**src/rtl/keypad_scanner.sv**
```systemverilog
`default_nettype none
// +----------------------------------------------------------------------------+
// | Module      : keypad_scanner                                               |
// | Description : Row-scanning front end for a 6x4 calculator keypad. Drives   |
// |               one active-low row at a time and synchronises the            |
// |               active-low columns. It classifies every full scan frame as   |
// |               NONE, SINGLE(k) or MULTI, debounces presses and releases     |
// |               over DEBOUNCE_SCANS frames, and emits a one-clock newkey     |
// |               pulse carrying the 5-bit calculator keycode.                 |
// | Ports       : clock    - system clock                                      |
// |               reset    - asynchronous active-low reset                     |
// |               col_n    - [3:0] matrix columns, active-low, asynchronous    |
// |               row_n    - [5:0] row drive, active-low, one-cold             |
// |               newkey   - one-cycle pulse on each accepted press            |
// |               keycode  - [4:0] code of last accepted key                   |
// |               key_held - high from accept until release is debounced       |
// | Revision    : 1.0 - initial release                                        |
// +----------------------------------------------------------------------------+
module keypad_scanner #(
  parameter int SCAN_DIV       = 1000,
  parameter int DEBOUNCE_SCANS = 4
) (
  input  logic       clock,
  input  logic       reset,
  input  logic [3:0] col_n,
  output logic [5:0] row_n,
  output logic       newkey,
  output logic [4:0] keycode,
  output logic       key_held
);

  // --------------------------------------------------------------------------
  // Constants
  // --------------------------------------------------------------------------
  localparam int                  c_SCAN_W   = $clog2(SCAN_DIV);
  localparam int                  c_CNT_W    = $clog2(DEBOUNCE_SCANS + 1);
  localparam logic [c_SCAN_W-1:0] c_SCAN_LAST = c_SCAN_W'(SCAN_DIV - 1);
  localparam logic [c_CNT_W-1:0]  c_CNT_SAT   = c_CNT_W'(DEBOUNCE_SCANS);
  localparam logic [2:0]          c_ROW_LAST  = 3'd5;

  typedef enum logic [1:0] {
    ST_IDLE        = 2'd0,
    ST_DEB_PRESS   = 2'd1,
    ST_HELD        = 2'd2,
    ST_DEB_RELEASE = 2'd3
  } state_t;

  // --------------------------------------------------------------------------
  // Matrix position (4*row + col) to calculator keycode
  // --------------------------------------------------------------------------
  function automatic logic [4:0] f_keymap(input logic [4:0] i_pos);
    logic [4:0] v_code;
    case (i_pos)
      5'd0:    v_code = 5'b10001;  // 1
      5'd1:    v_code = 5'b10010;  // 2
      5'd2:    v_code = 5'b10011;  // 3
      5'd3:    v_code = 5'b11010;  // A
      5'd4:    v_code = 5'b10100;  // 4
      5'd5:    v_code = 5'b10101;  // 5
      5'd6:    v_code = 5'b10110;  // 6
      5'd7:    v_code = 5'b11011;  // B
      5'd8:    v_code = 5'b10111;  // 7
      5'd9:    v_code = 5'b11000;  // 8
      5'd10:   v_code = 5'b11001;  // 9
      5'd11:   v_code = 5'b11100;  // C
      5'd12:   v_code = 5'b10000;  // 0
      5'd13:   v_code = 5'b11111;  // F
      5'd14:   v_code = 5'b11110;  // E
      5'd15:   v_code = 5'b11101;  // D
      5'd16:   v_code = 5'b01001;  // add
      5'd17:   v_code = 5'b01010;  // multiply
      5'd18:   v_code = 5'b01011;  // subtract
      5'd19:   v_code = 5'b01100;  // square
      5'd20:   v_code = 5'b00001;  // CE
      5'd21:   v_code = 5'b00010;  // DEL
      5'd22:   v_code = 5'b00011;  // CA
      5'd23:   v_code = 5'b00100;  // equals
      default: v_code = 5'b00000;
    endcase
    return v_code;
  endfunction

  // --------------------------------------------------------------------------
  // Column synchroniser (two flops, idle-high)
  // --------------------------------------------------------------------------
  logic [3:0] r_col_meta;
  logic [3:0] r_col_sync;

  always_ff @(posedge clock or negedge reset) begin
    if (!reset) begin
      r_col_meta <= 4'b1111;
      r_col_sync <= 4'b1111;
    end else begin
      r_col_meta <= col_n;
      r_col_sync <= r_col_meta;
    end
  end

  // --------------------------------------------------------------------------
  // Row scan timing
  // --------------------------------------------------------------------------
  logic [c_SCAN_W-1:0] r_scan_cnt;
  logic [2:0]          r_row_idx;
  logic [5:0]          r_row_n;
  logic                w_sample;
  logic                w_frame_end;

  // Columns are sampled on the last count of a row, giving the synchroniser
  // time to settle after the row drive changed.
  assign w_sample    = (r_scan_cnt == c_SCAN_LAST);
  assign w_frame_end = w_sample && (r_row_idx == c_ROW_LAST);

  always_ff @(posedge clock or negedge reset) begin
    if (!reset) begin
      r_scan_cnt <= '0;
      r_row_idx  <= 3'd0;
      r_row_n    <= 6'b111110;
    end else if (w_sample) begin
      r_scan_cnt <= '0;
      if (r_row_idx == c_ROW_LAST) begin
        r_row_idx <= 3'd0;
        r_row_n   <= 6'b111110;
      end else begin
        r_row_idx <= r_row_idx + 3'd1;
        r_row_n   <= {r_row_n[4:0], 1'b1};
      end
    end else begin
      r_scan_cnt <= r_scan_cnt + c_SCAN_W'(1);
    end
  end

  assign row_n = r_row_n;

  // --------------------------------------------------------------------------
  // Frame classification
  // --------------------------------------------------------------------------
  logic [3:0] w_low;
  logic [2:0] w_row_lows;
  logic [1:0] w_col_idx;
  logic [4:0] w_row_key;
  logic [2:0] w_total;
  logic [4:0] w_frame_key;
  logic       w_none;
  logic       w_single;
  logic [1:0] r_hits;   // lows seen so far this frame, saturating at 2
  logic [4:0] r_key;    // position of the most recent single low

  assign w_low      = ~r_col_sync;
  assign w_row_lows = {2'b00, w_low[0]} + {2'b00, w_low[1]}
                    + {2'b00, w_low[2]} + {2'b00, w_low[3]};

  // Only meaningful when exactly one column is low in this row.
  always_comb begin
    w_col_idx = 2'd0;
    if (w_low[3]) w_col_idx = 2'd3;
    if (w_low[2]) w_col_idx = 2'd2;
    if (w_low[1]) w_col_idx = 2'd1;
    if (w_low[0]) w_col_idx = 2'd0;
  end

  assign w_row_key   = {r_row_idx, w_col_idx};
  // The row-5 sample is folded in combinationally so the frame verdict is
  // available on the same cycle the frame ends.
  assign w_total     = {1'b0, r_hits} + w_row_lows;
  assign w_frame_key = (w_row_lows == 3'd1) ? w_row_key : r_key;
  assign w_none      = (w_total == 3'd0);
  assign w_single    = (w_total == 3'd1);

  always_ff @(posedge clock or negedge reset) begin
    if (!reset) begin
      r_hits <= 2'd0;
      r_key  <= 5'd0;
    end else if (w_frame_end) begin
      r_hits <= 2'd0;
      r_key  <= 5'd0;
    end else if (w_sample) begin
      r_hits <= (w_total >= 3'd2) ? 2'd2 : w_total[1:0];
      if (w_row_lows == 3'd1) begin
        r_key <= w_row_key;
      end
    end
  end

  // --------------------------------------------------------------------------
  // Debounce FSM
  // --------------------------------------------------------------------------
  state_t             r_state;
  state_t             w_state_nx;
  logic [c_CNT_W-1:0] r_cnt;
  logic [c_CNT_W-1:0] w_cnt_nx;
  logic [c_CNT_W-1:0] w_cnt_inc;
  logic [4:0]         r_cand;
  logic [4:0]         w_cand_nx;
  logic               w_accept;
  logic               w_release;

  // Saturating increment: the counter parks at DEBOUNCE_SCANS, never wraps.
  assign w_cnt_inc = (r_cnt >= c_CNT_SAT) ? c_CNT_SAT : (r_cnt + c_CNT_W'(1));

  always_ff @(posedge clock or negedge reset) begin
    if (!reset) begin
      r_state <= ST_IDLE;
      r_cnt   <= '0;
      r_cand  <= 5'd0;
    end else begin
      r_state <= w_state_nx;
      r_cnt   <= w_cnt_nx;
      r_cand  <= w_cand_nx;
    end
  end

  always_comb begin
    w_state_nx = r_state;
    w_cnt_nx   = r_cnt;
    w_cand_nx  = r_cand;
    w_accept   = 1'b0;
    w_release  = 1'b0;
    if (w_frame_end) begin
      case (r_state)
        ST_IDLE: begin
          if (w_single) begin
            w_cand_nx  = w_frame_key;
            w_cnt_nx   = c_CNT_W'(1);
            w_state_nx = ST_DEB_PRESS;
          end
        end
        ST_DEB_PRESS: begin
          if (w_single && (w_frame_key == r_cand)) begin
            if (w_cnt_inc == c_CNT_SAT) begin
              w_accept   = 1'b1;
              w_cnt_nx   = '0;
              w_state_nx = ST_HELD;
            end else begin
              w_cnt_nx = w_cnt_inc;
            end
          end else begin
            w_cnt_nx   = '0;
            w_state_nx = ST_IDLE;
          end
        end
        ST_HELD: begin
          // Extra or different keys while held are ignored: no rollover.
          if (w_none) begin
            w_cnt_nx   = c_CNT_W'(1);
            w_state_nx = ST_DEB_RELEASE;
          end
        end
        ST_DEB_RELEASE: begin
          if (w_none) begin
            if (w_cnt_inc == c_CNT_SAT) begin
              w_release  = 1'b1;
              w_cnt_nx   = '0;
              w_state_nx = ST_IDLE;
            end else begin
              w_cnt_nx = w_cnt_inc;
            end
          end else begin
            w_cnt_nx   = '0;
            w_state_nx = ST_HELD;
          end
        end
        default: begin
          w_cnt_nx   = '0;
          w_state_nx = ST_IDLE;
        end
      endcase
    end
  end

  // --------------------------------------------------------------------------
  // Registered outputs
  // --------------------------------------------------------------------------
  logic       r_newkey;
  logic [4:0] r_keycode;
  logic       r_key_held;

  always_ff @(posedge clock or negedge reset) begin
    if (!reset) begin
      r_newkey   <= 1'b0;
      r_keycode  <= 5'b00000;
      r_key_held <= 1'b0;
    end else begin
      r_newkey <= w_accept;
      if (w_accept) begin
        r_keycode  <= f_keymap(r_cand);
        r_key_held <= 1'b1;
      end else if (w_release) begin
        r_key_held <= 1'b0;
      end
    end
  end

  assign newkey   = r_newkey;
  assign keycode  = r_keycode;
  assign key_held = r_key_held;

endmodule
`default_nettype wire

```
**config.mk**
```make
export PLATFORM = sky130hd
export DESIGN_NAME = keypad_scanner
export DESIGN_NICKNAME = d
export VERILOG_FILES = /design/src/rtl/keypad_scanner.sv
export SDC_FILE = /design/constraint.sdc
export NUM_CORES = 1
export LEC_CHECK = 0
export BUFFER_PORTS_ARGS = -buffer_cell sky130_fd_sc_hd__clkbuf_2
export CORE_AREA = 3 3 65 79
export DETAILED_ROUTE_END_ITERATION = 8
export DIE_AREA = 0 0 68 82
export GPL_ROUTABILITY_DRIVEN = 1
export HOLD_SLACK_MARGIN = 0.08
export PLACE_DENSITY = 0.75
export SLEW_MARGIN = 20
export SYNTH_ARGS = -nofsm -noshare
export SYNTH_HDL_FRONTEND = slang
export SYNTH_SLANG_ARGS = --single-unit
export TNS_END_PERCENT = 10
```
**constraint.sdc**
```tcl
create_clock -name clock -period 3.79 [get_ports clock]
set_input_delay 0.379 -clock clock [delete_from_list [all_inputs] [get_ports clock]]
set_output_delay 0.379 -clock clock [all_outputs]
set_load 0.05 [all_outputs]
```
After elaboration in Yosys (flattened, before gate mapping)
Memory sizes are Yosys's and may differ from the RTL's. A register that Yosys moved wholly into a read port is not among the register bits.
Index checks and enable logic that the tools add are counted.
- add/subtract/negate cells: 7
- order comparisons: 2
- equal/unequal tests: 13
- multiplexer cells: 36
- bitwise operators: 1
- reductions and logical operators: 10
- operators with widths (operator ; number):
    $mux 2 ; 13
    $mux 3 ; 7
    $mux 5 ; 3
    $pmux 3 s4 ; 1
    $add 10x1->10 const B ; 1
    $eq 10x10->1 const B ; 1
    $mux 10 ; 1
    $mux 1 ; 9
    $pmux 2 s4 ; 1
    $add 3x1->3 const B ; 2
    $eq 3x1->1 const B ; 2
    $eq 3x3->1 const B ; 2
    $mux 6 ; 1
    $ne 3x3->1 const B ; 2
    $reduce_and 3->1 ; 2
    $eq 5x5->1 ; 1
    $reduce_and 5->1 ; 1
    $eq 2x2->1 const B ; 2
    $ne 2x2->1 const B ; 2
    $not 4->4 ; 1
    $reduce_bool 2->1 ; 2
    $add 2x1->3 ; 1
    $add 2x3->3 ; 1
    $add 3x1->3 ; 1
    8 further kinds ; 9
- flip-flop bits (word level): 46
- bits in read-only memories: 160
- input port bits: 6
- output and inout bits: 13
- logic and storage cells: 82
- memories: 1
- memory list (name ; depth ; width ; read ports ; clocked after memory_dff ; write ports ; line ; source):
    (no name shown) ; 32 ; 5 ; 1 ; 1 ; 0 ; 53 ; case (i_pos)

Depth between registers and ports, before layout
- depth after elaboration: 12
- mapped depth: 11
- depth with buffers taken out: 11

Least setup slack after synthesis
OpenSTA, ideal clock, no wires.
- path kind: reg-to-reg
- start point: reg r_col_sync[0]
- end point: reg r_keycode[0] (netlist: keycode[0])
- library setup time: 0.125 ns
- arrival time: 3.143 ns
- data required time: 3.665 ns
- setup slack: 0.523 ns
- stages on the path, launching flop included: 12
- path buffers: 0
- period minus slack after synthesis: 3.267 ns
- path through: dfstp_2 inv_1 fa_1 ha_1 ha_1 fa_1 xor2_1 nor2_1 nand4b_1 nor3_4 nand4_4 mux2_2
- word-level cells in the longest chain between the ends: 11
- elaborated cells between the ends (all ways): 14
- those cells by class: 4 x add/sub; 3 x eq/ne; 5 x mux; 1 x bitwise; 1 x reduce/logical
- RTL lines (element ; line ; source):
    start: declaration ; 87 ; logic [3:0] r_col_sync;
    start signal: assignment ; 95 ; r_col_sync <= r_col_meta;
    $not 4->4 (*) ; 148 ; assign w_low = ~r_col_sync;
    branches (longest 6 deep; another with $add 2x1->3) ; - ;
    $logic_and 1x1->1 (*) ; 228 ; if (w_single && (w_frame_key == r_cand)) begin
    $mux 1 (*) ; 228 ;
    $mux 1 (*) ; 219 ; case (r_state)
    $mux 1 (*) ; 218 ; if (w_frame_end) begin
    end: declaration ; 274 ; logic [4:0] r_keycode;
Mark *: on every way between the ends.
A chain may end at the register's enable or synchronous reset.

Final worst setup path
- start point: reg r_col_sync[0]
- end point: reg r_keycode[2] (netlist: keycode[2])
The elaborated chain is that of the path after synthesis.

==> results.sh <==
export IMPL_clkTransAtPathRegs_ps=100
export IMPL_route_vias_total=1793
export IMPL_grt_pass1_wl_um=7090
export IMPL_clock_tree_from_tritoncts="built"
export IMPL_finalMaxSlewViolations=0
export IMPL_post_route_cells_drive_above_1_share=0.193
export IMPL_regArea_um2=1290
export IMPL_globalRoute_totalOverflow=0
export IMPL_antenna_found_initial=0
export IMPL_nFillCells=408
export IMPL_crit_path_end_kind="flip-flop"
export IMPL_fmaxAchievable_ghz=0.286
export IMPL_worst_slack_ps=289
export IMPL_critical_path_peak_fanout=7
export IMPL_die_h_um=82
export IMPL_skew_ps=4.77
export IMPL_power_ir_vdd_worst_mv=0.315
export IMPL_postLayoutCoreUtil=0.619
export IMPL_power_density_cell_area_nw_per_um2=337
export IMPL_wire_per_inst_um=13.0
export IMPL_crit_chain="inv_1 > fa_1 > ha_1 > ha_1 > fa_1 > xor2_1 > nor2_1 > nand4b_1 > nor3_4 > nand4_4 > mux2_2"
export IMPL_port_buffers=18
export IMPL_pin_count_of_the_biggest_net_entering_global_routing=29
export IMPL_crit_type="reg2reg"
export IMPL_worst_ep_arrival_time_ps=3700
export IMPL_initial_detailed_routing_violation_count=134
export IMPL_clock_path_buffers=2
export IMPL_final_hold_viol_count=0
export IMPL_post_synth_cell_area_avg_um2=10.3
export IMPL_hold_path_class="in2reg"
export IMPL_yosysSeqAreaShare=0.506
export IMPL_post_synth_top_area_cell="sky130_fd_sc_hd__dfrtp_1"
export IMPL_synth_top_cells_by_area="sky130_fd_sc_hd__dfrtp_1 (37%), sky130_fd_sc_hd__dfstp_2 (13%), sky130_fd_sc_hd__nand2_1 (5.7%), sky130_fd_sc_hd__ha_1 (4.9%), sky130_fd_sc_hd__o21ai_0 (4.9%)"
export IMPL_cts_root_buf="sky130_fd_sc_hd__clkbuf_8"
export IMPL_detail_route_vias_per_cell=5.48
export IMPL_n_antenna_cell=0
export IMPL_detailedPlace_worstSlack_ps=295
export IMPL_post_cts_buffers=0
export IMPL_gp_congestion=0.755
export IMPL_via_count_of_the_first_global_routing_pass=1637
export IMPL_num_rows=27
export IMPL_netlist_top_cells_count="sky130_fd_sc_hd__nand2_1 (39), sky130_fd_sc_hd__dfrtp_1 (38), sky130_fd_sc_hd__o21ai_0 (25), sky130_fd_sc_hd__nor2_1 (17), sky130_fd_sc_hd__dfstp_2 (13)"
export IMPL_design_area_um2=2800
export IMPL_first_pass_iters=4
export IMPL_rsz0062_at_grt="false"
export IMPL_status="finished clean"
export IMPL_clk_latency_ps=310
export IMPL_period_needed_ps=3500
export IMPL_yosysWarningCount=0
export IMPL_core_area_um2=4530
export IMPL_num_io_pins=19
export IMPL_dpl_cell_area_um2=2700
export IMPL_area_growth_pct=9.75
export IMPL_ys_async_sr_fraction=1.00
export IMPL_ys_ff_latch=51
export IMPL_yosys_cell_types_count=47
export IMPL_multi_input_comb_area_um2=1180
export IMPL_relSlewSlack=0.612
export IMPL_initial_cell_density_of_the_core=0.564
export IMPL_max_cap_viol_count=0
export IMPL_finalHoldWorstSlack_ps=139
export IMPL_cp_start_kind="flip-flop"
export IMPL_worst_pin_slew_ps=582
export IMPL_ant_nets_after_route=0
export IMPL_netlist_area_leader_share=0.372
export IMPL_critical_path_required_ps=3990
export IMPL_final_period_utilization=0.924
export IMPL_leading_cell_type_by_number_of_instances_after_synthesis="sky130_fd_sc_hd__nand2_1"
export IMPL_dieArea_um2=5580
export IMPL_total_neg_setup_slack_ps=0
export IMPL_post_synth_instance_area_um2=2550
export IMPL_h_tree_depth=2
export IMPL_finalNetCount=286
export IMPL_numCtsBuffers=5
export IMPL_grt_util_all_layers=0.168
export IMPL_cpMaxStageDelayCell="sky130_fd_sc_hd__dfstp_2"
export IMPL_report_final_setup_viol=0
export IMPL_clock_net_sink_count=51
export IMPL_p_leak_nw=1.31
export IMPL_synth_edf_count=0
export IMPL_synth_nets=265
export IMPL_die_width_um=68
export IMPL_drt_drc_violations_left=0
export IMPL_ys_dominant_reg_cell="sky130_fd_sc_hd__dfrtp_1"
export IMPL_critical_path_max_stage_delay_ps=550
export IMPL_post_detailed_routing_wire_length_um=4250
export IMPL_dpl_hpwl_um=3110
export IMPL_syn_instance_count=247
-- worst paths after layout --
check / from / end / slack, ps / cells past startpoint
max in group asynchronous: reset / r_col_sync[2]$_DFF_PN1_ / 2390 / 3
hold reg to reg: r_col_meta[1]$_DFF_PN1_ / r_col_sync[1]$_DFF_PN1_ / 360 / 0
setup reg to reg: r_col_sync[0]$_DFF_PN1_ / keycode[2]$_DFFE_PN0P_ / 290 / 11
hold / removal: col_n[3] / r_col_meta[3]$_DFF_PN1_ / 140 / 1
min in group asynchronous: reset / keycode[2]$_DFFE_PN0P_ / 590 / 2
setup / recovery: r_col_sync[0]$_DFF_PN1_ / keycode[2]$_DFFE_PN0P_ / 290 / 11
-- layer usage --
layer,wire (µm),share of wire,global-route usage,vias up
met3,120,0.028,0.0328,6
met1,1850,0.44,0.197,863
li1,-,-,-,895
met4,65,0.015,0.0596,0
met5,0,0,0,-
met2,2210,0.52,0.300,29
-- state kept, by name, indices dropped and copies added, names as in the netlist --
name / count
r_key: 5
r_hits: 2
r_col_meta: 4
key_held: 1
r_cnt: 3
keycode: 5
newkey: 1
r_row_idx: 3
row_n: 6
r_col_sync: 4
r_cand: 5
r_state: 2
r_scan_cnt: 10
-- kinds of logic (layout without fill, tap and decap cells) --
kind of cell,after synthesis,in the layout,synth area share
simple gates,95,95,0.196
flops,51,51,0.506
compound gates,47,47,0.114
buf+inv,19,41,0.0323
fa+ha+maj,12,12,0.0647
xor+xnor,12,12,0.0412
mux,11,11,0.0456
-- stage by stage --
step	instances	total power [mW]
after floorplan	247	0.605
after global placement	318	0.624
after detailed placement	318	0.626
after CTS	327	0.957
after global routing	327	0.984
final	327	0.944
-- critical path, delay by kind of cell (launching register included) --
family,cells,cell delay (ps)
adder cells (fa/ha/maj),4,1390
multiplexers,1,320
flip-flops,1,550
AND/OR/NAND/NOR,4,900
buffers and inverters,1,60
XOR/XNOR,1,170
-- final cells by class --
cell class                 count  area share
sequential                    51       0.461
tap                           58      0.0259
inverter                      11      0.0147
timing repair buffer          22      0.0438
clock inverter                 3     0.00937
clock buffer                   5      0.0246
multi-input combinational    177       0.421
-- cells in the final DEF (no fill, tap or decap), drive strengths merged, types with 3 or more instances in the layout --
master / n
nand4: 4
xnor2: 6
dfrtp: 38
mux2: 5
nor3: 4
o31ai: 4
mux2i: 6
nand3b: 3
buf: 3
a32o: 3
ha: 10
nand2: 39
dfstp: 13
a21oi: 3
nand2b: 3
and3: 4
clkbuf: 23
and2: 4
nor2: 17
o21ai: 27
nand3: 7
inv: 14
xor2: 6
-- power by group --
part / switching, mW / total [mW] / internal [mW] / leakage, nW
registers: 0.00181 / 0.554 / 0.552 / 0.652
clock network: 0.191 / 0.328 / 0.137 / 0.0495
logic: 0.0389 / 0.0621 / 0.0232 / 0.605
total: 0.232 / 0.944 / 0.712 / 1.31
-- what timing repair did --
item                       in CTS  in global routing
hold endpoints to repair       23                  0
hold buffers                    1                  0
resized for setup               0                  0
setup endpoints to repair       0                  0
Power figures use the tool's default switching activity.
